==> src/rtl/alu_arbiter_ctrl.sv <==
// Two-requester round-robin front end for a shared combinational ALU.
// Each accepted request takes two cycles: operand issue (GNT), then result capture (DONE).
module alu_arbiter_ctrl #(
    parameter int unsigned WIDTH = 32
) (
    input  logic             clk,
    input  logic             rst_n,
    input  logic             req0_i,
    input  logic             req1_i,
    input  logic [2:0]       op0_i,
    input  logic [2:0]       op1_i,
    input  logic [WIDTH-1:0] a0_i,
    input  logic [WIDTH-1:0] b0_i,
    input  logic [WIDTH-1:0] a1_i,
    input  logic [WIDTH-1:0] b1_i,
    output logic             gnt0_o,
    output logic             gnt1_o,
    output logic             done0_o,
    output logic             done1_o,
    output logic [WIDTH-1:0] result_o,
    output logic             zf_o,
    output logic             of_o,
    output logic [WIDTH-1:0] alu_a_o,
    output logic [WIDTH-1:0] alu_b_o,
    output logic [2:0]       alu_op_o,
    input  logic [WIDTH-1:0] alu_f_i,
    input  logic             alu_zf_i,
    input  logic             alu_of_i,
    output logic             busy_o
);

    typedef enum logic {StIdle, StExec} state_e;

    state_e           state_q, state_d;
    logic             last_q, last_d;
    logic             win_q, win_d;
    logic             gnt0_q, gnt0_d, gnt1_q, gnt1_d;
    logic             done0_q, done0_d, done1_q, done1_d;
    logic [WIDTH-1:0] result_q, result_d;
    logic             zf_q, zf_d, of_q, of_d;
    logic [WIDTH-1:0] alu_a_q, alu_a_d, alu_b_q, alu_b_d;
    logic [2:0]       alu_op_q, alu_op_d;
    logic             win_sel;

    always_comb begin
        state_d  = state_q;
        last_d   = last_q;
        win_d    = win_q;
        gnt0_d   = 1'b0;
        gnt1_d   = 1'b0;
        done0_d  = 1'b0;
        done1_d  = 1'b0;
        result_d = result_q;
        zf_d     = zf_q;
        of_d     = of_q;
        alu_a_d  = alu_a_q;
        alu_b_d  = alu_b_q;
        alu_op_d = alu_op_q;
        win_sel  = 1'b0;
        case (state_q)
            StIdle: begin
                if (req0_i || req1_i) begin
                    // On a tie the requester that did not win last time goes next.
                    win_sel  = (req0_i && req1_i) ? ~last_q : req1_i;
                    alu_op_d = win_sel ? op1_i : op0_i;
                    alu_a_d  = win_sel ? a1_i : a0_i;
                    alu_b_d  = win_sel ? b1_i : b0_i;
                    gnt0_d   = ~win_sel;
                    gnt1_d   = win_sel;
                    last_d   = win_sel;
                    win_d    = win_sel;
                    state_d  = StExec;
                end
            end
            StExec: begin
                result_d = alu_f_i;
                zf_d     = alu_zf_i;
                of_d     = alu_of_i;
                done0_d  = ~win_q;
                done1_d  = win_q;
                state_d  = StIdle;
            end
            default: state_d = StIdle;
        endcase
    end

    always_ff @(posedge clk or negedge rst_n) begin
        if (!rst_n) begin
            state_q  <= StIdle;
            last_q   <= 1'b1;
            win_q    <= 1'b0;
            gnt0_q   <= 1'b0;
            gnt1_q   <= 1'b0;
            done0_q  <= 1'b0;
            done1_q  <= 1'b0;
            result_q <= '0;
            zf_q     <= 1'b0;
            of_q     <= 1'b0;
            alu_a_q  <= '0;
            alu_b_q  <= '0;
            alu_op_q <= '0;
        end else begin
            state_q  <= state_d;
            last_q   <= last_d;
            win_q    <= win_d;
            gnt0_q   <= gnt0_d;
            gnt1_q   <= gnt1_d;
            done0_q  <= done0_d;
            done1_q  <= done1_d;
            result_q <= result_d;
            zf_q     <= zf_d;
            of_q     <= of_d;
            alu_a_q  <= alu_a_d;
            alu_b_q  <= alu_b_d;
            alu_op_q <= alu_op_d;
        end
    end

    assign gnt0_o   = gnt0_q;
    assign gnt1_o   = gnt1_q;
    assign done0_o  = done0_q;
    assign done1_o  = done1_q;
    assign result_o = result_q;
    assign zf_o     = zf_q;
    assign of_o     = of_q;
    assign alu_a_o  = alu_a_q;
    assign alu_b_o  = alu_b_q;
    assign alu_op_o = alu_op_q;
    assign busy_o   = (state_q == StExec);

endmodule

==> config.mk <==
export PLATFORM = sky130hd
export DESIGN_NAME = alu_arbiter_ctrl
export DESIGN_NICKNAME = d
export VERILOG_FILES = /design/src/rtl/alu_arbiter_ctrl.sv
export SDC_FILE = /design/constraint.sdc
export NUM_CORES = 1
export LEC_CHECK = 0
export ABC_AREA = 1
export CAP_MARGIN = 20
export CORE_MARGIN = 2
export CORE_UTILIZATION = 31
export DETAILED_ROUTE_END_ITERATION = 10
export HOLD_SLACK_MARGIN = 0.03
export PLACE_DENSITY = 0.77
export SLEW_MARGIN = 20
export SYNTH_ARGS = -nofsm -noshare
export SYNTH_HDL_FRONTEND = slang
export SYNTH_SLANG_ARGS = --single-unit
==> constraint.sdc <==
create_clock -name clk -period 3.15 [get_ports clk]
set_input_delay 0.63 -clock clk [delete_from_list [all_inputs] [get_ports clk]]
set_output_delay 0.63 -clock clk [all_outputs]
set_load 0.05 [all_outputs]
==> results_dict.tcl, run 1 <==
set metrics [dict create \
    outcome "complete, no violations" \
    routed_wl_um 16600 \
    cts_setup_buffers 0 \
    crit_path_start_kind "flip-flop" \
    synth-compound-area-share 0.00288 \
    yosysTopAreaCell "dfrtp_1" \
    cts_root_buffer "clkbuf_16" \
    layout-drive-gt1-share 0.0423 \
    n_antenna_cell 0 \
    rows 45 \
    die_area_um2 16400 \
    layout_worst_path_cycle_share 0.697 \
    hold_viol 0 \
    maxSlewViolCount 0 \
    fin_tns_setup_ns 0 \
    endpoint_kind "primary output" \
    powerDensity_nw_per_um2 673 \
    htreeDepth 3 \
    grt_max_degree 109 \
    synthesis.instances 550 \
    seq_area_frac_synth 0.565 \
    crit_required_ns 2.52 \
    synthXorXnorAreaFrac 0 \
    initial_core_util 0.316 \
    hpwl_um 11000 \
    clk_latency_ns 0.34 \
    synth.distinct_cells 17 \
    fmax_ghz 0.455 \
    grt_usage 0.198 \
    path_buf_inv 1 \
    setup_ws_ns 0.953 \
    grt_pass1_wl_um 25700 \
    ys_seq_elements 108 \
    dr.pass1.iters 6 \
    place_ws_ns 0.827 \
    fp.dieH_um 128 \
    critical_path.top_delay_family "buffers and inverters" \
    clkTransAtPathRegs_ns 0.07 \
    drtIter0Drc 281 \
    clk_path_buf_depth 2 \
    synth_top_family_by_area "simple AND/OR/NAND/NOR gates" \
    cp_cell_sequence "clkdlybuf4s50_1" \
    grt-ovfl-total 0 \
    grt_antenna_before_repair 0 \
    slew_headroom 0.497 \
    cts_tree "yes" \
    post_dp_cell_area_um2 7650 \
    port_buffers 277 \
    worst_ep_arrival_time_ns 1.57 \
    cts_resized 0 \
    synth_warnings 0 \
    num_vias 4994 \
    dp.cells 975 \
    viasPerCell 5.04 \
    min_period_ns 2.20 \
    fp.dieW_um 128 \
    synthTopCellsByArea "dfrtp_1 56%, nand2_1 14%, nand3_1 14%" \
    synth_area_um2 4790 \
    cts.hold.buffers_added 0 \
    ant_nets 0 \
    coreArea_um2 15100 \
    synthMuxAreaShare 0 \
    synth_nets 722 \
    drv_cap 0 \
    critPathKind "flip-flop to primary output" \
    numCtsBuffers 9 \
    avgSynthCellArea_um2 8.70 \
    yosys.area_share.simple 0.372 \
    irDropWorstVdd_v 0.000345 \
    wl_per_cell_um 16.7 \
    final_cells 991 \
    grt_pass1_vias 5024 \
    area_growth_pct 65.9 \
    clock-sinks 108 \
    setup_violations 0 \
    rsz0062_at_grt "no" \
    crit_slowest_cell "clkdlybuf4s50_1" \
    clock_skew_ns 0.00638 \
    yosys.area_share.adder 0 \
    stdcell_area_um2 7940 \
    tightest_slew_ns 0.754 \
    cpPeakStageDelay_ns 0.84 \
    fin_nets 970 \
    hp-class "input port to asynchronous set/reset pin" \
    globalplace.congestion 0.795 \
    crit_fanout 2 \
    num_io_pins 278 \
    drc 0 \
    p_leak_nw 3.51 \
    synth_top_cell_area_share 0.559 \
]
-- cell families (layout without fill, tap and decap cells) --
group / Yosys count / count (layout)
AOI/OAI and AO/OA: 2 / 2
buffers and inverters: 56 / 309
DFF: 108 / 108
and+or+nand+nor: 384 / 384
-- through the flow --
step | hold slack [ns] | power, W | utilization
2_1_floorplan | 0.334 | 0.00330 | -
3_3_place_gp | 0.443 | 0.00426 | 0.505
3_5_place_dp | 0.457 | 0.00427 | 0.505
4_1_cts | 0.381 | 0.00540 | 0.524
5_1_grt | 0.410 | 0.00559 | 0.524
6_report | 0.308 | 0.00534 | 0.524
-- sequential cells by signal, summed over array words and instances (netlist names) --
signal / cells
done1_o: 1
gnt0_o: 1
alu_b_o: 32
alu_op_o: 3
alu_a_o: 32
result_o: 32
of_o: 1
win_q: 1
gnt1_o: 1
last_q: 1
busy_o: 1
zf_o: 1
done0_o: 1
-- layer usage --
metal | vias up | wire length, um | GRT usage
met5 | - | 0 | 0
met4 | 0 | 275 | 0.0672
met3 | 20 | 1410 | 0.0509
met2 | 235 | 7980 | 0.332
met1 | 2368 | 6920 | 0.249
li1 | 2371 | - | -
-- synth_stat cells --
| cell | count |
|---|---|
| nand2_1 | 181 |
| nor2_1 | 3 |
| clkbuf_1 | 13 |
| nand3b_1 | 3 |
| nand4_1 | 64 |
| buf_4 | 7 |
| nand2_2 | 1 |
| inv_1 | 5 |
| buf_2 | 28 |
| nand3_1 | 131 |
| buf_6 | 2 |
| inv_2 | 1 |
| a21oi_1 | 1 |
| dfstp_2 | 1 |
| nor2_2 | 1 |
| o21ai_2 | 1 |
| dfrtp_1 | 107 |
-- layout by cell type, fill, tap and decap left out, types with 3 or more instances in the layout --
master / instances
clkbuf_16: 9
buf_4: 8
clkdlybuf4s50_1: 275
nand2_1: 180
nor2_1: 3
nand4_1: 64
clkinvlp_4: 3
nand3_1: 131
buf_12: 3
dfrtp_1: 107
nand3b_1: 3
inv_1: 5
-- layout make-up --
cell class | instances | area, um^2
timing repair buffer | 287 | 2880
multi-input combinational | 386 | 1810
sequential | 108 | 2700
tap | 188 | 235
inverter | 6 | 22.5
clock buffer | 10 | 239
fill | 1375 | 7210
clock inverter | 6 | 48.8
-- path summary, 6_finish.rpt --
check	from	cells past startpoint	end	slack (ns)
max in group asynchronous	rst_n	2	gnt0_o$_DFF_PN0_	2.30
max	alu_a_o[31]$_DFFE_PN0P_	1	alu_a_o[31]	0.95
min in group clk	win_q$_DFFE_PN0P_	1	done0_o$_DFF_PN0_	0.47
min reg2reg	win_q$_DFFE_PN0P_	1	done0_o$_DFF_PN0_	0.47
max reg2reg	busy_o$_DFF_PN0_	6	alu_a_o[1]$_DFFE_PN0P_	1.38
min	rst_n	2	alu_a_o[10]$_DFFE_PN0P_	0.31
-- power by group --
group	internal (W)	leakage (nW)	switching [W]
clock	0.000564	0.131	0.000533
sequential	0.00167	1.31	0.000157
combinational	0.000833	2.06	0.00158
total	0.00307	3.51	0.00227
Note: power is estimated with default switching activity, not from simulation.
==> inputs of run 2 (changes only) <==
Clock period 3.15 ns to 2.1 ns, I/O delays scaled along.
==> run 2 against run 1 <==
  * Critical path depth stayed put
  * Sequential cell count stayed put
  * Global-route usage is 0.15 points lower
  * Critical path type unchanged
  * Largest cell class unchanged
  * Highest routed layer unchanged
==> results_dict.tcl, run 2 (synthesis results as in run 1) <==
set metrics [dict create \
    grt_max_degree 69 \
    coreArea_um2 15100 \
    grt-ovfl-total 0 \
    fin_tns_setup_ns 0 \
    crit_fanout 2 \
    final_core_util 0.528 \
    cts_resized 0 \
    irDropWorstVdd_v 0.000593 \
    layout-drive-gt1-share 0.0446 \
    hp-class "flip-flop to flip-flop" \
    min_period_ns 1.99 \
    crit_required_ns 1.68 \
    area_growth_pct 67.2 \
    crit_slowest_cell "clkdlybuf4s50_1" \
    fp.dieH_um 128 \
    maxSlewViolCount 0 \
    cp_cell_sequence "clkdlybuf4s50_1" \
    slew_headroom 0.557 \
    wl_per_cell_um 16.6 \
    hold_viol 0 \
    p_leak_nw 3.55 \
    grt_pass1_wl_um 25600 \
    nFillCells 1387 \
    numCtsBuffers 9 \
    rsz0062_at_grt "no" \
    clock-sinks 108 \
    viasPerCell 5.02 \
    cts_tree "yes" \
    port_buffers 277 \
    stdcell_area_um2 8000 \
    layout_commonest_cell "clkdlybuf4s50_1" \
    critical_path.top_delay_family "buffers and inverters" \
    outcome "complete, no violations" \
    grt_usage 0.197 \
    grt_antenna_before_repair 0 \
    htreeDepth 3 \
    globalplace.congestion 0.851 \
    num_io_pins 278 \
    hpwl_um 11400 \
    critPathKind "flip-flop to primary output" \
    cts_setup_buffers 0 \
    drtIter0Drc 330 \
    num_vias 5003 \
    clock_skew_ns 0.00971 \
    dr.pass1.iters 5 \
    worst_ep_arrival_time_ns 1.57 \
    cpPeakStageDelay_ns 0.84 \
    cts_root_buffer "clkbuf_16" \
    die_area_um2 16400 \
    fmax_ghz 0.502 \
    fp.dieW_um 128 \
    tightest_slew_ns 0.665 \
    drc 0 \
    ant_nets 0 \
    clk_path_buf_depth 2 \
    cts.hold.buffers_added 1 \
    post_dp_cell_area_um2 7730 \
    grt_pass1_vias 4851 \
    path_buf_inv 1 \
    final_cell_mix "274 x clkdlybuf4s50_1, 180 x nand2_1, 131 x nand3_1" \
    rows 45 \
    clkTransAtPathRegs_ns 0.07 \
    fin_nets 975 \
    drv_cap 0 \
    powerDensity_nw_per_um2 995 \
    endpoint_kind "primary output" \
    n_antenna_cell 0 \
    clk_latency_ns 0.35 \
    layout_worst_path_cycle_share 0.948 \
    total_power_w 0.00796 \
    setup_violations 0 \
    initial_core_util 0.316 \
    routed_wl_um 16500 \
    crit_path_start_kind "flip-flop" \
]
[run 2: cell types whose count changed in the layout (fill, tap and decap cells not counted)]
cell	previous run	this run
buf_12	3	7
buf_4	8	9
clkbuf_1	0	3
clkbuf_8	1	0
clkdlybuf4s50_1	275	274
clkinv_2	0	2
clkinv_4	2	0
clkinvlp_4	3	1
dlygate4sd3_1	0	1
[run 2: layout make-up]
type                    count  area [um^2]  share of cell area
repair buffers            292         2970               0.371
clock buffers              12          236              0.0296
clock inverters             4         26.3             0.00328
inverters                   6         22.5             0.00282
well taps                 188          235              0.0294
flip-flops and latches    108         2700               0.338
multi-input cells         386         1810               0.226
[run 2: power breakdown]
part	total [W]	leakage [nW]	internal [W]	switching, W
clock network	0.00156	0.127	0.000808	0.000751
registers	0.00275	1.31	0.00251	0.000244
logic	0.00365	2.11	0.00128	0.00237
[run 2: worst paths after layout]
kind                                         start                       end  slack [ns]  cells after the start
max reg2reg                       busy_o$_DFF_PN0_    alu_b_o[9]$_DFFE_PN0P_        0.57                      4
max in group asynchronous                    rst_n  result_o[25]$_DFFE_PN0P_        0.93                      3
max                        alu_a_o[31]$_DFFE_PN0P_               alu_a_o[31]        0.11                      1
min                              win_q$_DFFE_PN0P_         done0_o$_DFF_PN0_        0.46                      1
min reg2reg                      win_q$_DFFE_PN0P_         done0_o$_DFF_PN0_        0.46                      1
min in group asynchronous                    rst_n   alu_b_o[29]$_DFFE_PN0P_        0.55                      2
[run 2: routing by layer]
| metal | global-route usage | share of wire |
|---|---|---|
| met1 | 0.250 | 0.41 |
| met3 | 0.0513 | 0.089 |
| met2 | 0.325 | 0.48 |
| met5 | 0 | 0 |
| met4 | 0.0672 | 0.017 |
[run 2: through the flow]
stage,hold slack (ns),worst slack [ns],std cells
after floorplan,0.124,0.609,550
after global placement,0.397,0.264,979
after detailed placement,0.399,0.229,979
after CTS,0.466,0.0782,996
after global routing,0.492,0.0571,996
final,0.463,0.109,996
